<file path="config.mk">
export PLATFORM = sky130hd
export DESIGN_NAME = capture_ctrl_flat
export DESIGN_NICKNAME = d
export VERILOG_FILES = /design/src/rtl/capture_ctrl_if.sv /design/src/rtl/capture_ctrl.sv /design/src/flat_wrapper.sv
export SDC_FILE = /design/constraint.sdc
export NUM_CORES = 1
export LEC_CHECK = 0
export CORE_MARGIN = 10
export CORE_UTILIZATION = 25
export DETAILED_ROUTE_END_ITERATION = 10
export SYNTH_ARGS = -nofsm -noshare
export SYNTH_HDL_FRONTEND = slang
export SYNTH_SLANG_ARGS = --single-unit
</file>
<file path="constraint.sdc">
create_clock -name clk -period 7.9 [get_ports clk]
set_input_delay 1.58 -clock clk [delete_from_list [all_inputs] [get_ports clk]]
set_output_delay 1.58 -clock clk [all_outputs]
set_load 0.1 [all_outputs]
</file>
<file path="src/rtl/capture_ctrl_if.sv">
// Control/status bundle between a capture controller and its host.
// The controller side (slave) takes run/trigger commands and drives the RAM write port and status.
interface capture_ctrl_if #(
   parameter int ADDR_W = 9
);
   logic              run;
   logic [ADDR_W-1:0] trig_pos;
   logic [3:0]        decimator;
   logic              triggered;
   logic              clr_cap_done;
   logic              we;
   logic              cap_en;
   logic [ADDR_W-1:0] cap_addr;
   logic [ADDR_W-1:0] trace_end;
   logic              armed;
   logic              capture_done;

   modport master (
      output run, trig_pos, decimator, triggered, clr_cap_done,
      input  we, cap_en, cap_addr, trace_end, armed, capture_done
   );

   modport slave (
      input  run, trig_pos, decimator, triggered, clr_cap_done,
      output we, cap_en, cap_addr, trace_end, armed, capture_done
   );
endinterface

</file>
<file path="src/rtl/capture_ctrl.sv">
// Circular-buffer capture controller: decimated RAM writes, pre-trigger arming,
// post-trigger countdown and a held DONE state until the host releases it.
module capture_ctrl #(
   parameter int ADDR_W = 9
) (
   input  logic           clk,
   input  logic           rst_n,
   capture_ctrl_if.slave  bus
);
   typedef enum logic [1:0] {IDLE, WRT, DONE} state_t;

   localparam logic [ADDR_W:0] DEPTH = {1'b1, {ADDR_W{1'b0}}};

   state_t            state, state_nx;
   logic [14:0]       dec_cnt, dec_cnt_nx;
   logic [ADDR_W:0]   smpl_cnt, smpl_cnt_nx;
   logic [ADDR_W-1:0] post_cnt, post_cnt_nx;
   logic              trig_flag, trig_flag_nx;
   logic              we_q, we_nx;
   logic [ADDR_W-1:0] cap_addr, cap_addr_nx;
   logic [ADDR_W-1:0] trace_end, trace_end_nx;
   logic              armed, armed_nx;
   logic              done_q, done_nx;
   logic              trig_acc;
   logic              complete;
   logic [14:0]       term;

   // Terminal count follows the live decimator, so a change lands at the next compare.
   assign term = (15'd1 << bus.decimator) - 15'd1;

   // NOTE: every variable in this block gets a default first, so no path can infer a latch.
   always_comb begin
      state_nx     = state;
      dec_cnt_nx   = dec_cnt;
      smpl_cnt_nx  = smpl_cnt;
      post_cnt_nx  = post_cnt;
      trig_flag_nx = trig_flag;
      we_nx        = 1'b0;
      cap_addr_nx  = cap_addr;
      trace_end_nx = trace_end;
      trig_acc     = 1'b0;
      complete     = 1'b0;

      unique case (state)
         IDLE: begin
            if (bus.run) begin
               state_nx     = WRT;
               dec_cnt_nx   = '0;
               smpl_cnt_nx  = '0;
               post_cnt_nx  = '0;
               trig_flag_nx = 1'b0;
               cap_addr_nx  = '0;
            end
         end
         WRT: begin
            if (we_q) begin
               cap_addr_nx = cap_addr + 1'b1;
               if (smpl_cnt != DEPTH) smpl_cnt_nx = smpl_cnt + 1'b1;
               if (trig_flag) post_cnt_nx = post_cnt + 1'b1;
            end
            if (dec_cnt == term) begin
               dec_cnt_nx = '0;
               we_nx      = 1'b1;
            end else begin
               dec_cnt_nx = dec_cnt + 15'd1;
            end

            trig_acc = armed && !trig_flag && bus.triggered;
            if (trig_acc) trig_flag_nx = 1'b1;

            // trig_pos=0 ends on the trigger itself, pointing at the last finished write.
            if (trig_acc && (bus.trig_pos == '0)) begin
               complete     = 1'b1;
               trace_end_nx = cap_addr - 1'b1;
            end else if (trig_flag && we_q && (post_cnt + 1'b1 == bus.trig_pos)) begin
               complete     = 1'b1;
               trace_end_nx = cap_addr;
            end

            if (!bus.run) begin
               state_nx     = IDLE;
               we_nx        = 1'b0;
               trace_end_nx = trace_end;
            end else if (complete) begin
               state_nx = DONE;
               we_nx    = 1'b0;
            end
         end
         DONE: begin
            if (bus.clr_cap_done) state_nx = IDLE;
         end
         default: state_nx = IDLE;
      endcase
   end

   assign armed_nx = (state_nx == WRT) && (smpl_cnt_nx >= DEPTH - {1'b0, bus.trig_pos});
   assign done_nx  = (state_nx == DONE);

   // NOTE: state registers use non-blocking assignments and clear asynchronously on rst_n low.
   always_ff @(posedge clk or negedge rst_n) begin
      if (!rst_n) begin
         state     <= IDLE;
         dec_cnt   <= '0;
         smpl_cnt  <= '0;
         post_cnt  <= '0;
         trig_flag <= 1'b0;
         we_q      <= 1'b0;
         cap_addr  <= '0;
         trace_end <= '0;
         armed     <= 1'b0;
         done_q    <= 1'b0;
      end else begin
         state     <= state_nx;
         dec_cnt   <= dec_cnt_nx;
         smpl_cnt  <= smpl_cnt_nx;
         post_cnt  <= post_cnt_nx;
         trig_flag <= trig_flag_nx;
         we_q      <= we_nx;
         cap_addr  <= cap_addr_nx;
         trace_end <= trace_end_nx;
         armed     <= armed_nx;
         done_q    <= done_nx;
      end
   end

   assign bus.we           = we_q;
   assign bus.cap_en       = we_q;
   assign bus.cap_addr     = cap_addr;
   assign bus.trace_end    = trace_end;
   assign bus.armed        = armed;
   assign bus.capture_done = done_q;
endmodule

</file>
<file path="src/flat_wrapper.sv">
// flat-port wrapper written by rule: the top's interface ports become plain ports
module capture_ctrl_flat 
#(
   parameter int ADDR_W = 9
)
  (clk, rst_n, bus_run, bus_trig_pos, bus_decimator, bus_triggered, bus_clr_cap_done, bus_we, bus_cap_en, bus_cap_addr, bus_trace_end, bus_armed, bus_capture_done);
  capture_ctrl_if #(.ADDR_W(ADDR_W)) bus_i ();
  input  logic clk;
  input  logic rst_n;
  input wire logic [$bits(bus_i.run)-1:0] bus_run;
  input wire logic [$bits(bus_i.trig_pos)-1:0] bus_trig_pos;
  input wire logic [$bits(bus_i.decimator)-1:0] bus_decimator;
  input wire logic [$bits(bus_i.triggered)-1:0] bus_triggered;
  input wire logic [$bits(bus_i.clr_cap_done)-1:0] bus_clr_cap_done;
  output wire logic [$bits(bus_i.we)-1:0] bus_we;
  output wire logic [$bits(bus_i.cap_en)-1:0] bus_cap_en;
  output wire logic [$bits(bus_i.cap_addr)-1:0] bus_cap_addr;
  output wire logic [$bits(bus_i.trace_end)-1:0] bus_trace_end;
  output wire logic [$bits(bus_i.armed)-1:0] bus_armed;
  output wire logic [$bits(bus_i.capture_done)-1:0] bus_capture_done;
  assign bus_i.run = bus_run;
  assign bus_i.trig_pos = bus_trig_pos;
  assign bus_i.decimator = bus_decimator;
  assign bus_i.triggered = bus_triggered;
  assign bus_i.clr_cap_done = bus_clr_cap_done;
  assign bus_we = bus_i.we;
  assign bus_cap_en = bus_i.cap_en;
  assign bus_cap_addr = bus_i.cap_addr;
  assign bus_trace_end = bus_i.trace_end;
  assign bus_armed = bus_i.armed;
  assign bus_capture_done = bus_i.capture_done;
  capture_ctrl #(.ADDR_W(ADDR_W)) u_core (.clk(clk), .rst_n(rst_n), .bus(bus_i));
endmodule
</file>
==> out/results.ini <==
[run_status]
status=finished clean

[final_layout]
postLayoutCellArea_um2=4990
antenna_cells=0
fillCellCount=1707
final-seq-area_um2=1450
finalNetCount=531
multi_input_comb_area_um2=2450
post_route_cells_drive_above_1_share=0.0721
area_growth_syn_to_layout_pct=20.9

[pwr]
report.power.total_uw=822
p_switching_uw=192
power.share.combinational=0.086
pwr-share-seq=0.373
power_switching_share=0.233
cell_internal_pwr_uw=631
power.clock.fraction=0.541
power_density_nw_per_um2=165
irDropWorstVdd_uv=75.3
leakagePower_nw=2.21

[critical_path]
timing.critical_path.cells=clkdlybuf4s50_1 -> nor3_1 -> nand2_1 -> ha_1 -> or4b_2 -> a21oi_1 -> a2111o_1 -> nor4_2 -> a41o_2 -> nor3_1 -> a211o_1
critical_path_required_time_ps=8120
path_common_cell=nor3_1
path_max_fanout=22
critical_path_arrival_ps=4970
setup.reg_to_reg.worst_slack_ps=4850
timing.critical_path.to_type=register
critical_path.top_delay_family=simple AND/OR/NAND/NOR gates
critical_path_buf_inv_count=1
cp_slowest_cell=clkdlybuf4s50_1
start_kind=primary input
critPathKind=primary input to register
timing.critical_path.slowest_cell_delay_ps=780

[yosys]
yosysSeqAreaShare=0.352
synth.most_common_cell=dfrtp_1
synthAdderAreaFrac=0.0577
post_synthesis_instance_area_um2=4120
number_of_distinct_library_cells_after_synthesis=69
synth_instances=469
synth_largest_type_area_fraction=0.352
synth_compound_gate_area_share=0.172
yosys_most_used_dff=dfrtp_1
synth_area_leader_cell=dfrtp_1
yosysWarningCount=0
synth_edf_count=0
synthSimpleGateAreaFrac=0.236
main_combinational_cell_family_by_area_after_synthesis=simple AND/OR/NAND/NOR gates
ys_seq_elements=58
avgSynthCellArea_um2=8.79
mappedNetlistNets=506
post_synth_xor_area_fraction=0.0947
yosys-top-cells-area=dfrtp_1, xor2_1, ha_1, o21ai_0, nand2_1
muxShareOfSynthArea=0.0343
synthArstFlopShare=1.00
netlist_top_cells_count=dfrtp_1, nand2_1, nor2_1, o21ai_0, xor2_1

[sta]
tightest_slew_ps=1020
max_clock_freq_ghz=0.211
setup_viol=0
worst_slew_slack_as_a_fraction_of_its_limit=0.320
timing.final.ws_setup_ps=3150
timing.final.crit_period_ps=4750
sum_of_negative_setup_slack_ps=0
finalMaxSlewViolations=0
number_of_hold_violations_in_the_final_report=0
maximum_clock_skew_at_final_layout_ps=10.8
rsz0062_at_grt=false
layout_worst_path_cycle_share=0.601
timing.hold.ws_ps=484

[floorplanning]
pin_count=40
initial_core_utilization=0.258
die_area_um2=22000
die_h_um=148
width_of_the_chip_um=148
num_rows=46
core_area_um2=16000

[clock_tree]
max-clock-path-buffers=2
post_cts_clock_slew_at_the_launch_and_capture_registers_of_the_worst_setup_and_hold_paths_ps=60
post-cts-setup-buffers=0
cts_tree=yes
cts_hold_buf=0
clock_sinks=58
cts_htree_levels=3
insertion_delay_ps=340
cts_inserted_buffers=9
cts_resized=0
clock_tree.root_cell=clkbuf_16

[grt]
grt_antenna_before_repair=0
grt_first_pass_wirelength_mm=17.9
via_count_of_the_first_global_routing_pass=3531
grt_start_max_net_pins=59
grt_use_total=0.0982
overflow_after_grt=0

[route]
routed_wirelength_mm=10.4
vias_after_detailed_routing=3555
post-route-drc-count=0
route.antenna.remaining_nets=0
viasPerCell=4.97
routedWlPerCell_um=14.5
drt_pass1_iterations=4
drt_first_iter_violations=229

[run]
max_cap_violations=0

[placed_design]
detailed_place_hpwl_mm=7.75
placed_standard_cell_area_um2=4650
port-buffer-count=39
pre_cts_ws_ps=2840
globalplace.congestion=0.838

[worst_hold_path]
worst_min_delay_path_category=register to register

==> cell families (layout without fill, tap and decap cells) <==
kind of cell,count (synthesis),after routing
mux,13,13
fa+ha+maj,19,19
compound gates,104,104
simple gates,186,186
xor+xnor,43,43
buf+inv,46,76
flops,58,58
==> power by group through the flow <==
stage | registers [mW] | clock network (mW) | logic [mW]
floorplan | 0.310 | 0 | 0.0449
global placement | 0.312 | 0 | 0.0689
global route | 0.307 | 0.467 | 0.0797
detailed placement | 0.312 | 0 | 0.0708
finish | 0.307 | 0.445 | 0.0703
CTS | 0.307 | 0.456 | 0.0713
==> final timing paths <==
path | startpoint | to | depth (start not counted)
setup reg to reg | u_core.state[0] | u_core.bus.armed | 13
max in group asynchronous | rst_n | u_core.bus.trace_end[1] | 2
min in group asynchronous | rst_n | u_core.post_cnt[5] | 2
hold reg to reg | u_core.bus.trace_end[2] | u_core.bus.trace_end[2] | 1
setup / recovery | bus_decimator[2] | u_core.dec_cnt[4] | 11
hold / removal | u_core.bus.trace_end[2] | u_core.bus.trace_end[2] | 1
==> flip-flops by register name (all words and copies together) (netlist names) <==
register / count
u_core.post_cnt: 9
u_core.state: 2
u_core.bus.cap_addr: 9
u_core.trig_flag: 1
u_core.dec_cnt: 15
u_core.bus.trace_end: 9
u_core.smpl_cnt: 10
u_core.bus.capture_done: 1
u_core.bus.armed: 1
u_core.bus.cap_en: 1
==> through the flow <==
stage / utilization / instances
after CTS: 0.312 / 715
final: 0.312 / 715
after global routing: 0.312 / 715
after detailed placement: 0.290 / 699
after global placement: 0.290 / 699
after floorplan: - / 469
==> cells in the final DEF (no fill, tap or decap), drive strengths merged, types with 3 or more instances in the layout <==
cell type      count
or3                3
o41ai              3
nand3             22
a21o              10
a31oi              3
xor2              29
nor2b              4
dfrtp             58
o31ai              6
nand2b            10
mux2i              4
nor3              13
nor4bb             3
clkdlybuf4s50     38
xnor2             13
nor4               8
ha                19
a21oi             16
o21ai             37
nor2              35
inv               19
nand2             45
and3              11
o211ai             3
or2                5
buf                3
clkbuf            12
mux2               9
nand4             13
==> layout make-up <==
| cell class | count | area share |
|---|---|---|
| flip-flops and latches | 58 | 0.291 |
| multi-input cells | 365 | 0.492 |
| clock inverters | 4 | 0.0146 |
| clock buffers | 12 | 0.0535 |
| repair buffers | 41 | 0.0803 |
| well taps | 216 | 0.0542 |
| inverters | 19 | 0.0143 |
==> metal layers <==
| layer | up-vias | track usage | share of wire |
|---|---|---|---|
| met5 | - | 0 | 0 |
| met1 | 1712 | 0.121 | 0.47 |
| li1 | 1749 | - | - |
| met4 | 0 | 0.0342 | 0.016 |
| met3 | 17 | 0.0291 | 0.044 |
| met2 | 77 | 0.159 | 0.47 |
Note: power is estimated with default switching activity, not from simulation.
